--- config.mk ---
export PLATFORM = sky130hd
export DESIGN_NAME = uart_byte_rx_flat
export DESIGN_NICKNAME = d
export VERILOG_FILES = /design/src/rtl/uart_pkg.sv /design/src/rtl/uart_byte_rx_if.sv /design/src/rtl/uart_rx_sync.sv /design/src/rtl/uart_byte_rx.sv /design/src/flat_wrapper.sv
export SDC_FILE = /design/constraint.sdc
export NUM_CORES = 1
export LEC_CHECK = 0
export BUFFER_PORTS_ARGS = -buffer_cell sky130_fd_sc_hd__buf_2
export CORE_MARGIN = 2
export CORE_UTILIZATION = 55
export CTS_CLUSTER_SIZE = 25
export DETAILED_ROUTE_END_ITERATION = 10
export GPL_TIMING_DRIVEN = 0
export MAX_ROUTING_LAYER = met4
export PLACE_DENSITY_LB_ADDON = 0.05
export SETUP_SLACK_MARGIN = 0.4
export SLEW_MARGIN = 20
export SYNTH_ARGS = -nofsm -noshare
export SYNTH_HDL_FRONTEND = slang
export SYNTH_HIERARCHICAL = 1
export SYNTH_SLANG_ARGS = --single-unit
--- constraint.sdc ---
create_clock -name sclk -period 2.4 [get_ports sclk]
set_input_delay 0.36 -clock sclk [delete_from_list [all_inputs] [get_ports sclk]]
set_output_delay 0.36 -clock sclk [all_outputs]
set_load 0.01 [all_outputs]
--- src/rtl/uart_pkg.sv ---
// Shared UART definitions: FSM state encoding, baud divisor and parity mode.
// Define UART_RX_PARITY_EN to add one even-parity bit after the data bits.
package uart_pkg;

    typedef enum logic [2:0] {
        IDLE   = 3'd0,
        START  = 3'd1,
        DATA   = 3'd2,
        PARITY = 3'd3,
        STOP   = 3'd4
    } uart_state_e;

`ifdef UART_RX_PARITY_EN
    localparam bit PARITY_EN = 1'b1;
`else
    localparam bit PARITY_EN = 1'b0;
`endif

    function automatic int baud_div(input int clk_freq, input int baud);
        return clk_freq / baud;
    endfunction

    function automatic logic even_parity(input logic [7:0] d);
        return ^d;
    endfunction

endpackage

--- src/rtl/uart_byte_rx_if.sv ---
// Serial input and received-byte outputs of the UART byte receiver.
interface uart_byte_rx_if;
    logic       rx;
    logic [7:0] data;
    logic       rx_done;
    logic       frame_err;
    logic       parity_err;

    modport master (output rx, input data, rx_done, frame_err, parity_err);
    modport slave  (input rx, output data, rx_done, frame_err, parity_err);
endinterface

--- src/rtl/uart_rx_sync.sv ---
// Two-flop synchroniser for the serial line with 1->0 edge detection.
module uart_rx_sync (
    input  logic clk_i,
    input  logic rst_i,
    input  logic rx_i,
    output logic rx_sync_o,
    output logic fall_o
);

    logic meta_q;
    logic sync_q;
    logic prev_q;

    // Synchroniser chain plus one delayed copy for edge detection; idle-high reset.
    always_ff @(posedge clk_i or posedge rst_i) begin
        if (rst_i) begin
            meta_q <= 1'b1;
            sync_q <= 1'b1;
            prev_q <= 1'b1;
        end else begin
            meta_q <= rx_i;
            sync_q <= meta_q;
            prev_q <= sync_q;
        end
    end

    assign rx_sync_o = sync_q;
    assign fall_o    = prev_q & ~sync_q;

endmodule

--- src/rtl/uart_byte_rx.sv ---
// UART byte receiver, 8N1; with UART_RX_PARITY_EN defined it expects 8E1 and
// reports parity mismatches on parity_err.
module uart_byte_rx
    import uart_pkg::*;
#(
    parameter int CLK_FREQ = 50_000_000,
    parameter int BAUD     = 115_200
) (
    input  logic          sclk,
    input  logic          rst,
    uart_byte_rx_if.slave bus
);

    localparam int BAUD_DIV = baud_div(CLK_FREQ, BAUD);
    localparam int HALF_DIV = BAUD_DIV / 2;
    localparam int CNT_W    = (BAUD_DIV > 2) ? $clog2(BAUD_DIV) : 2;

    localparam logic [CNT_W-1:0] CNT_LAST = CNT_W'(BAUD_DIV - 1);
    localparam logic [CNT_W-1:0] CNT_MID  = CNT_W'(HALF_DIV - 1);
    // The edge reaches the FSM two cycles after the synchronised line fell.
    localparam logic [CNT_W-1:0] CNT_SEED = CNT_W'(2);

    localparam uart_state_e AFTER_DATA = PARITY_EN ? PARITY : STOP;

    logic             rx_sync_s;
    logic             fall_s;
    logic             sample_s;
    uart_state_e      state_q;
    logic [CNT_W-1:0] cnt_q;
    logic [2:0]       bit_q;
    logic [7:0]       shift_q;
    logic [7:0]       data_q;
    logic             rx_done_q;
    logic             frame_err_q;
`ifdef UART_RX_PARITY_EN
    logic             par_bad_q;
    logic             parity_err_q;
`endif

    uart_rx_sync u_sync (
        .clk_i     (sclk),
        .rst_i     (rst),
        .rx_i      (bus.rx),
        .rx_sync_o (rx_sync_s),
        .fall_o    (fall_s)
    );

    // Sample point: mid start bit in START, then one full bit period apart.
    always_comb begin
        case (state_q)
            START:               sample_s = (cnt_q >= CNT_MID);
            DATA, PARITY, STOP:  sample_s = (cnt_q == CNT_LAST);
            default:             sample_s = 1'b0;
        endcase
    end

    // Receive FSM with bit timing, shift register and registered status pulses.
    always_ff @(posedge sclk or posedge rst) begin
        if (rst) begin
            state_q      <= IDLE;
            cnt_q        <= '0;
            bit_q        <= 3'd0;
            shift_q      <= 8'h00;
            data_q       <= 8'h00;
            rx_done_q    <= 1'b0;
            frame_err_q  <= 1'b0;
`ifdef UART_RX_PARITY_EN
            par_bad_q    <= 1'b0;
            parity_err_q <= 1'b0;
`endif
        end else begin
            rx_done_q    <= 1'b0;
            frame_err_q  <= 1'b0;
`ifdef UART_RX_PARITY_EN
            parity_err_q <= 1'b0;
`endif
            case (state_q)
                IDLE: begin
                    if (fall_s) begin
                        state_q <= START;
                        cnt_q   <= CNT_SEED;
                    end else begin
                        cnt_q   <= '0;
                    end
                end
                START: begin
                    if (sample_s) begin
                        cnt_q <= '0;
                        bit_q <= 3'd0;
`ifdef UART_RX_PARITY_EN
                        par_bad_q <= 1'b0;
`endif
                        // A line already back high is a glitch, not a start bit.
                        state_q <= rx_sync_s ? IDLE : DATA;
                    end else begin
                        cnt_q <= cnt_q + CNT_W'(1);
                    end
                end
                DATA: begin
                    if (sample_s) begin
                        cnt_q   <= '0;
                        shift_q <= {rx_sync_s, shift_q[7:1]};
                        bit_q   <= bit_q + 3'd1;
                        if (bit_q == 3'd7) begin
                            state_q <= AFTER_DATA;
                        end else begin
                            state_q <= DATA;
                        end
                    end else begin
                        cnt_q <= cnt_q + CNT_W'(1);
                    end
                end
`ifdef UART_RX_PARITY_EN
                PARITY: begin
                    if (sample_s) begin
                        cnt_q     <= '0;
                        par_bad_q <= (rx_sync_s != even_parity(shift_q));
                        state_q   <= STOP;
                    end else begin
                        cnt_q <= cnt_q + CNT_W'(1);
                    end
                end
`endif
                STOP: begin
                    if (sample_s) begin
                        cnt_q   <= '0;
                        state_q <= IDLE;
                        if (!rx_sync_s) begin
                            frame_err_q <= 1'b1;
                        end
`ifdef UART_RX_PARITY_EN
                        else if (par_bad_q) begin
                            parity_err_q <= 1'b1;
                        end
`endif
                        else begin
                            data_q    <= shift_q;
                            rx_done_q <= 1'b1;
                        end
                    end else begin
                        cnt_q <= cnt_q + CNT_W'(1);
                    end
                end
                default: begin
                    state_q <= IDLE;
                    cnt_q   <= '0;
                end
            endcase
        end
    end

    assign bus.data      = data_q;
    assign bus.rx_done   = rx_done_q;
    assign bus.frame_err = frame_err_q;
`ifdef UART_RX_PARITY_EN
    assign bus.parity_err = parity_err_q;
`else
    assign bus.parity_err = 1'b0;
`endif

endmodule

--- src/flat_wrapper.sv ---
// flat-port wrapper written by rule: the top's interface ports become plain ports
module uart_byte_rx_flat import uart_pkg::*;
#(
    parameter int CLK_FREQ = 50_000_000,
    parameter int BAUD     = 115_200
)
  (sclk, rst, bus_rx, bus_data, bus_rx_done, bus_frame_err, bus_parity_err);
  uart_byte_rx_if bus_i ();
  input  logic sclk;
  input  logic rst;
  input wire logic [$bits(bus_i.rx)-1:0] bus_rx;
  output wire logic [$bits(bus_i.data)-1:0] bus_data;
  output wire logic [$bits(bus_i.rx_done)-1:0] bus_rx_done;
  output wire logic [$bits(bus_i.frame_err)-1:0] bus_frame_err;
  output wire logic [$bits(bus_i.parity_err)-1:0] bus_parity_err;
  assign bus_i.rx = bus_rx;
  assign bus_data = bus_i.data;
  assign bus_rx_done = bus_i.rx_done;
  assign bus_frame_err = bus_i.frame_err;
  assign bus_parity_err = bus_i.parity_err;
  uart_byte_rx #(.CLK_FREQ(CLK_FREQ), .BAUD(BAUD)) u_core (.sclk(sclk), .rst(rst), .bus(bus_i));
endmodule
[After elaboration in Yosys (flattened, before gate mapping)]
Index checks and enable logic that the tools add are counted.
Cells by class
  reductions and logical operators: 8
  eq/ne operators: 10
  order comparisons: 1
  multiplexer cells: 19
  bitwise logic cells: 2
  add/subtract/negate cells: 2
Operators with widths (count)
  $mux W3: 6
  $pmux W9 S2: 1
  $pmux W3 S4: 1
  $add A9 B1 Y9 const B: 1
  $eq A9 B9 Y1 const B: 1
  $ge A9 B8 Y1 const B: 1
  $mux W9: 1
  $ne A2 B1 Y1 const B: 4
  $eq A3 B2 Y1 const B: 2
  $eq A3 B3 Y1 const B: 2
  $mux W1: 6
  $pmux W3 S2: 1
  $reduce_and A3 Y1: 2
  $reduce_or A3 Y1: 2
  $mux W2: 2
  $reduce_and A4 Y1: 1
  $add A3 B1 Y3 const B: 1
  $eq A3 B1 Y1 const B: 1
  $logic_not A3 Y1: 1
  $pmux W1 S2: 1
  $reduce_and A2 Y1: 1
  $reduce_bool A2 Y1: 1
  $and A1 B1 Y1: 1
  $not A1 Y1: 1
Storage, ports and cells
  output and inout port bits: 11
  bits in registers: 36
  input port bits: 3

[Longest topological paths before layout]
Gate-level depths: netlist (run 1).
  depth in word-level cells: 5
  mapped depth: 7
  depth with buffers taken out: 6

[By module]
The synthesis (run 1) kept the hierarchy.
By module, submodules not included
  uart_byte_rx: area each 1587.8 sq um, times used 1, cells each 124
  uart_rx_sync: area each 96.3 sq um, times used 1, cells each 5

[Worst setup path before layout (run 1)]
OpenSTA, ideal clock, no wires.
  kind: register -> register
  start: register u_core.cnt_q[1]
  end: register u_core.shift_q[0]
  stages on the path, launching flop included: 8
  arrival time: 1.580 ns
  setup time: 0.125 ns
  data required time: 2.275 ns
  period minus slack after synthesis: 1.705 ns
  path slack: 0.695 ns
  path through: dfrtp_1 inv_1 ha_1 and4b_4 and2_4 and3_4 buf_12 mux2_4
On the way
  longest elaborated chain between the ends: 3
  elaborated cells on any way between the ends: 4
  those cells by class: order compare (1); eq/ne (1); mux (1); reduce/logical (1)
Ends and longest elaborated chain
  start, declared: RTL line uart_byte_rx.sv:29  | logic [CNT_W-1:0] cnt_q;
  start signal, assigned: RTL line uart_byte_rx.sv:96  | cnt_q <= cnt_q + CNT_W'(1);
  start signal, assigned: RTL line uart_byte_rx.sv:110  | cnt_q <= cnt_q + CNT_W'(1);
  start signal, assigned: RTL line uart_byte_rx.sv:141  | cnt_q <= cnt_q + CNT_W'(1);
  $ge A9 B8 Y1 / $eq A9 B9 Y1 (equally long branches): RTL line uart_byte_rx.sv:51, uart_byte_rx.sv:52
  $pmux W1 S2 *: RTL line uart_byte_rx.sv:50  | case (state_q)
  $reduce_and A2 Y1 (no line) *
  end signal, assigned: RTL line uart_byte_rx.sv:102  | shift_q <= {rx_sync_s, shift_q[7:1]};
  end, declared: RTL line uart_byte_rx.sv:31  | logic [7:0] shift_q;
Every way passes the cells marked *; elsewhere a longest branch is shown, timed or not.
A chain may end at the register's enable or synchronous reset.

[Final worst setup path (run 1)]
  start: register u_core.cnt_q[1]
  end: register u_core.shift_q[6]
The elaborated chain is that of the path after synthesis.

==> results of run 1 <==
cells in the mapped netlist, drive strengths merged (2+ instances only):
cell type | number | share of area [%]
dfrtp | 33 | 49
mux2 | 17 | 13
nor2 | 10 | 2.2
nand3 | 9 | 3.4
inv | 7 | 1.6
ha | 5 | 3.7
a21oi | 4 | 1.2
and3 | 4 | 1.9
xor2 | 4 | 2.1
a31oi | 3 | 1.5
buf | 3 | 1.9
dfstp | 3 | 4.7
a21o | 2 | 0.89
a22o | 2 | 1.2
clkbuf | 2 | 0.45
nand2b | 2 | 0.74
xnor2 | 2 | 1.0
power by group:
part	total [mW]	leakage, nW	switching [mW]	internal (mW)
registers	0.758	0.473	0.0835	0.674
logic	0.229	0.411	0.111	0.118
clock network	0.411	0.0422	0.192	0.218
total	1.40	0.927	0.387	1.01
worst reg2reg max path, delay by kind of cell (launching register included):
| kind | cells | cell delay (ns) |
|---|---|---|
| fa+ha+maj | 1 | 0.14 |
| buf+inv | 2 | 0.22 |
| flops | 1 | 0.41 |
| mux | 1 | 0.30 |
| simple gates | 3 | 0.65 |
how the worst max path moves through the flow:
| stage | endpoint | cells past startpoint |
|---|---|---|
| after floorplan | u_core/shift_q[0] | 7 |
| after global routing | u_core/shift_q[1] | 7 |
| after detailed placement | u_core/shift_q[6] | 7 |
| final | u_core/shift_q[6] | 7 |
| after global placement | u_core/shift_q[7] | 7 |
| after CTS | u_core/shift_q[6] | 7 |
cell families after synthesis:
| family | share of synthesized area, % |
|---|---|
| flops | 53.7 |
| buf+inv | 3.94 |
| compound gates | 8.02 |
| simple gates | 13.7 |
| fa+ha+maj | 3.71 |
| xor+xnor | 3.12 |
| mux | 13.5 |
| other cells | 0.223 |
sequential cells by signal, indices dropped and copies added, names as in the netlist:
register                 count
u_core/u_sync/prev_q         1
u_core/cnt_q                 9
u_core/bit_q                 3
u_core/u_sync/rx_sync_o      1
u_core/u_sync/meta_q         1
u_core/shift_q               8
u_core/state_q               3
u_core/bus.frame_err         1
u_core/bus.data              8
u_core/bus.rx_done           1
layout make-up:
| cell class | count | share of cell area [%] |
|---|---|---|
| clock buffers | 6 | 2.22 |
| clock inverters | 2 | 1.88 |
| flip-flops and latches | 36 | 48.6 |
| plain buffers | 5 | 2.15 |
| inverters | 7 | 1.41 |
| repair buffers | 12 | 3.23 |
| multi-input cells | 81 | 38.3 |
| well taps | 33 | 2.22 |
per-stage QoR:
step	hold slack [ns]	setup WS, ns	power (mW)	cell area (um2)	utilization (%)
floorplan	0.293	0.695	0.945	1680	-
finish	0.0764	0.567	1.40	1860	62.5
global placement	0.348	0.611	0.987	1790	60.0
CTS	0.0660	0.557	1.42	1860	62.5
global route	0.0849	0.495	1.49	1860	62.5
detailed placement	0.349	0.585	1.00	1790	60.0
layer usage:
| layer | global-route usage, % | vias to the layer above | wire length (um) |
|---|---|---|---|
| li1 | - | 494 | - |
| met1 | 22.4 | 510 | 1260 |
| met2 | 28.3 | 15 | 1280 |
| met3 | 4.59 | 5 | 78 |
| met4 | 8.77 | 0 | 45 |
| met5 | - | - | 0 |
==> results.cfg, run 1 <==
[setup_path]
worst_reg_to_reg_cells = 7
end_kind = register
crit_slowest_cell = dfrtp_1
critical_path.top_delay_family = simple AND/OR/NAND/NOR gates
critical_path.n_buffers_inverters = 2
critPathRequiredTime_ns = 2.63
critical_path.reg2reg.endpoint = u_core/shift_q[6]
crit-reg2reg-launch = u_core/cnt_q[1]
critPathMaxFanout = 10
timing.critical_path.from = u_core/cnt_q[1]
crit_path_max_incr_delay_ns = 0.41
worstPathCellList = inv_1, ha_1, and4b_4, and2_4, and3_4, buf_12, mux2_4
rrSetupSlack_ns = 0.57
critPathKind = reg -> reg
worstPathArrival_ns = 2.06
crit_path_start_kind = register

[logic_synthesis]
postSynth.topFlopCell = dfrtp_1
synth_async_sr_flop_share_pct = 100
synthCells = 129
synth.yosys.seq_area_share_pct = 53.7
synthesis.nets = 137
synth.cell_area_um2 = 1680
yosys_warnings = 6
yosys_register_bits = 36
synth.lib_cells_used.distinct = 41
synth_enable_flop_cells = 0
synthesis.area_per_instance_um2 = 13.1

[sta]
finalCritPeriodShare_pct = 76.4
grt_setup_unrepaired = no
fmax_ghz = 0.545
layout_min_cycle_time_ns = 1.83
transition_time_of_the_tightest_slew_check_pin_ns = 0.661
fin_worst_skew_ns = 0.0167
setup_viol = 0
slew-limit-headroom_pct = 55.9
fin_setup_tns_ns = 0
hold_viol_final = 0
final_max_slew_viol_count = 0

[global_route]
via_count_of_the_first_global_routing_pass = 1009
track_usage_pct = 18.3
grt_pass1_wl_um = 4580
grt_max_degree = 34
grt_overflow_total = 0
grt_antenna_before_repair = 0

[detailed_routing]
wirelength_um = 2660
avgViaCountPerCell = 5.63
drc = 0
detailedRoute.firstIterationViolations = 63
route.antenna.remaining_nets = 0
wl_per_cell_um = 14.6
via_count_of_the_routed_design = 1024
detailedRoute.firstPassIterationCount = 4

[power]
power-per-cell-area_nw_per_um2 = 751
worst_ir_drop_vdd_mv = 0.677
leakagePower_nw = 0.927

[place]
dp.cells = 174
place.gp.congestion = 0.817
hpwlAfterDp_um = 1860
place.port_buffers = 12

[clock_tree]
post_cts.resized_instances = 0
cts-root-to-sink-buffers = 2
numClockSinks = 36
htree_levels = 2
cts_tree = yes
cts.reportedPaths.clkPinSlew_ns = 0.11
clock-root-buffer = clkbuf_4
clock_latency_ns = 0.34
postCtsHoldBufs = 0
total_clock_buffers_created_by_cts = 5
post_cts_buffers = 0

[die]
floorplan.die_area_um2 = 3520
design.core.area_um2 = 2980
floorplan.initialDensity_pct = 56.6
std_cell_rows = 20
io_pins = 14
die_width_um = 59.3
fp.dieH_um = 59.3

[cells_and_area]
regArea_um2 = 905
layout.cells.most_common_list = dfrtp_1, buf_2, nor2_1, mux2_2, nand3_1
nNetsFinal = 156
multi_input_area_um2 = 713
flow.area_growth_from_synthesis_pct = 10.6
drive_gt1_share_pct = 37.6
final_cells = 182
n_antenna_cell = 0
most_frequent_standard_cell_in_the_layout_excluding_fill_and_tap_cells = dfrtp_1
filler_cell_count = 251

[flow_run]
max_cap_viol_count = 0

[min_path]
hold_path_class = in -> async

[run_status]
status = finished clean
No activity file was read; power rests on OpenSTA's default activity.
==> inputs of run 2 (changes only) <==
- ABC_AREA: default -> 1
- clock period: 2.4 -> 1.9 ns (I/O delays scaled with it)
==> results.cfg, run 2 <==
[run_status]
status = finished clean

[place]
dp.cells = 238
hpwlAfterDp_um = 2070
place.port_buffers = 12
place.gp.congestion = 0.886

[cells_and_area]
n_antenna_cell = 0
largest_reg_flops = 9
registers.top_by_ff_count = u_core/cnt_q
nNetsFinal = 227
flow.area_growth_from_synthesis_pct = 18.2
finish.utilization_pct = 67.0
most_frequent_standard_cell_in_the_layout_excluding_fill_and_tap_cells = nand2_1
drive_gt1_share_pct = 24.5
final_cells = 253
filler_cell_count = 253
layout.cells.most_common_list = nand2_1, dfrtp_1, inv_1, nand3_1
multi_input_area_um2 = 693
regArea_um2 = 905

[sta]
transition_time_of_the_tightest_slew_check_pin_ns = 0.681
slew-limit-headroom_pct = 54.5
hold_viol_final = 0
fin_worst_skew_ns = 0.00538
layout_min_cycle_time_ns = 1.47
fin_setup_tns_ns = 0
finalCritPeriodShare_pct = 77.2
final_max_slew_viol_count = 0
fmax_ghz = 0.682
setup_viol = 0
grt_setup_unrepaired = yes

[detailed_routing]
route.antenna.remaining_nets = 0
detailedRoute.firstPassIterationCount = 4
wirelength_um = 3120
via_count_of_the_routed_design = 1331
avgViaCountPerCell = 5.26
wl_per_cell_um = 12.3
drc = 0
detailedRoute.firstIterationViolations = 62

[global_route]
grt_max_degree = 34
track_usage_pct = 20.9
grt_overflow_total = 0
grt_antenna_before_repair = 0
via_count_of_the_first_global_routing_pass = 1244
grt_pass1_wl_um = 5260

[logic_synthesis]
synth.lib_cells_used.distinct = 25
synth_top_area_share_pct = 48.9
synth.largest_area_cell = dfrtp_1
yosys_register_bits = 36
synth_async_sr_flop_share_pct = 100
synthCells = 193
yosysMostFrequentCell = nand2_1
yosys-top-cells-area = dfrtp_1, nand2_1, nand3_1
post_synth_most_frequent_cells = nand2_1, dfrtp_1, inv_1
synthesis.nets = 201
yosys_warnings = 6
synth.yosys.seq_area_share_pct = 53.6
postSynth.topFlopCell = dfrtp_1
synth.cell_area_um2 = 1690
synth_enable_flop_cells = 0
synthesis.area_per_instance_um2 = 8.75

[setup_path]
critical_path.n_buffers_inverters = 1
end_kind = register
worstPathCellList = ha_4, nand2_2, nor2_2, nand3_2, nand2_4, buf_8, nand4_1, nand2_1
critPathKind = reg -> reg
critical_path.top_delay_family = simple AND/OR/NAND/NOR gates
worstPathArrival_ns = 1.75
crit_path_start_kind = register
critPathRequiredTime_ns = 2.19
crit_slowest_cell = dfrtp_1
critPathMaxFanout = 7
crit_path_max_incr_delay_ns = 0.45

[power]
leakagePower_nw = 1.10
worst_ir_drop_vdd_mv = 0.625
sequentialPowerShare_pct = 47.3
clock_power_share_pct = 32.7
p_total_mw = 1.83
power-per-cell-area_nw_per_um2 = 919
combinationalPowerShare_pct = 20.0
cell_internal_pwr_mw = 1.30
p_sw_share_pct = 29.4
net-switching-power_uw = 539

[flow_run]
max_cap_viol_count = 0

[clock_tree]
clock-root-buffer = clkbuf_4
clock_latency_ns = 0.34
htree_levels = 2
cts_tree = yes
cts-root-to-sink-buffers = 2
total_clock_buffers_created_by_cts = 5
cts.reportedPaths.clkPinSlew_ns = 0.11
numClockSinks = 36

[die]
std_cell_rows = 20
design.core.area_um2 = 2980
io_pins = 14
die_width_um = 59.4
floorplan.die_area_um2 = 3530
fp.dieH_um = 59.4
floorplan.initialDensity_pct = 56.7

[min_path]
hold_path_class = in -> reg
==> run 2: changes by cell type in the layout (fill, tap and decap cells not counted), moves of 4 or more <==
cell	delta
buf_4	+5
nand3_1	+8
mux2_4	-7
inv_1	+10
a21oi_1	-4
nand2_1	+58
nand4_1	+8
inv_2	+6
mux2_2	-10
==> run 2: timing repair <==
| action | in CTS | in global routing |
|---|---|---|
| setup endpoints to repair | 8 | 29 |
| cloned | 0 | 2 |
| setup buffers | 2 | 2 |
| hold endpoints to repair | 3 | 0 |
| resized for setup | 1 | 9 |
| pin swaps | 2 | 4 |
| hold buffers | 1 | 0 |
==> run 2: cells by family after synthesis <==
logic type | Yosys count | share of synthesized area, %
other | 1 | 0.222
buffers and inverters | 28 | 7.41
and+or+nand+nor | 115 | 31.7
AOI/OAI and AO/OA | 4 | 1.26
xor gates and xnor gates | 4 | 2.08
adders and majority gates | 5 | 3.71
DFF | 36 | 53.6
==> run 2: layout make-up <==
cell class	count	share of cell area (%)
Buffer	5	2.13
Clock buffer	7	3.26
Clock inverter	1	1.50
Inverter	23	4.33
Multi-Input combinational cell	129	34.7
Sequential cell	36	45.3
Tap cell	33	2.07
Timing Repair Buffer	19	6.65
==> run 2: final timing paths <==
check	startpoint	to	cells after the start	slack, ns
setup / recovery	u_core/cnt_q[0]	u_core/bus.data[7]	8	0.43
hold / removal	bus_rx	u_core/u_sync/meta_q	1	0.03
setup reg to reg	u_core/cnt_q[0]	u_core/bus.data[7]	8	0.43
hold reg to reg	u_core/u_sync/meta_q	u_core/u_sync/rx_sync_o	0	0.36
max in group asynchronous	rst	u_core/cnt_q[1]	3	0.87
min in group asynchronous	rst	u_core/u_sync/meta_q	3	0.53
==> run 2: through the flow <==
| stage | hold WS [ns] | worst slack, ns | cell area, um2 |
|---|---|---|---|
| floorplan | 0.218 | 0.573 | 1690 |
| global placement | 0.338 | 0.412 | 1790 |
| detailed placement | 0.349 | 0.390 | 1790 |
| CTS | 0.00936 | 0.405 | 1920 |
| global route | 0.0101 | 0.336 | 2000 |
| finish | 0.0320 | 0.433 | 2000 |
==> run 2: power groups by stage <==
stage | Clock, mW | Sequential (mW) | Combinational [mW]
2_1_floorplan | 0 | 0.869 | 0.257
4_1_cts | 0.620 | 0.862 | 0.340
3_5_place_dp | 0 | 0.879 | 0.321
6_report | 0.600 | 0.868 | 0.367
3_3_place_gp | 0 | 0.875 | 0.312
5_1_grt | 0.643 | 0.876 | 0.422
==> run 2: per-layer routing <==
layer | up-vias | global-route usage (%) | part of all wire (%)
li1 | 661 | - | -
met1 | 631 | 25.6 | 44
met3 | 6 | 5.90 | 5.5
met5 | - | - | 0
met2 | 33 | 32.7 | 49
met4 | 0 | 8.44 | 1.6
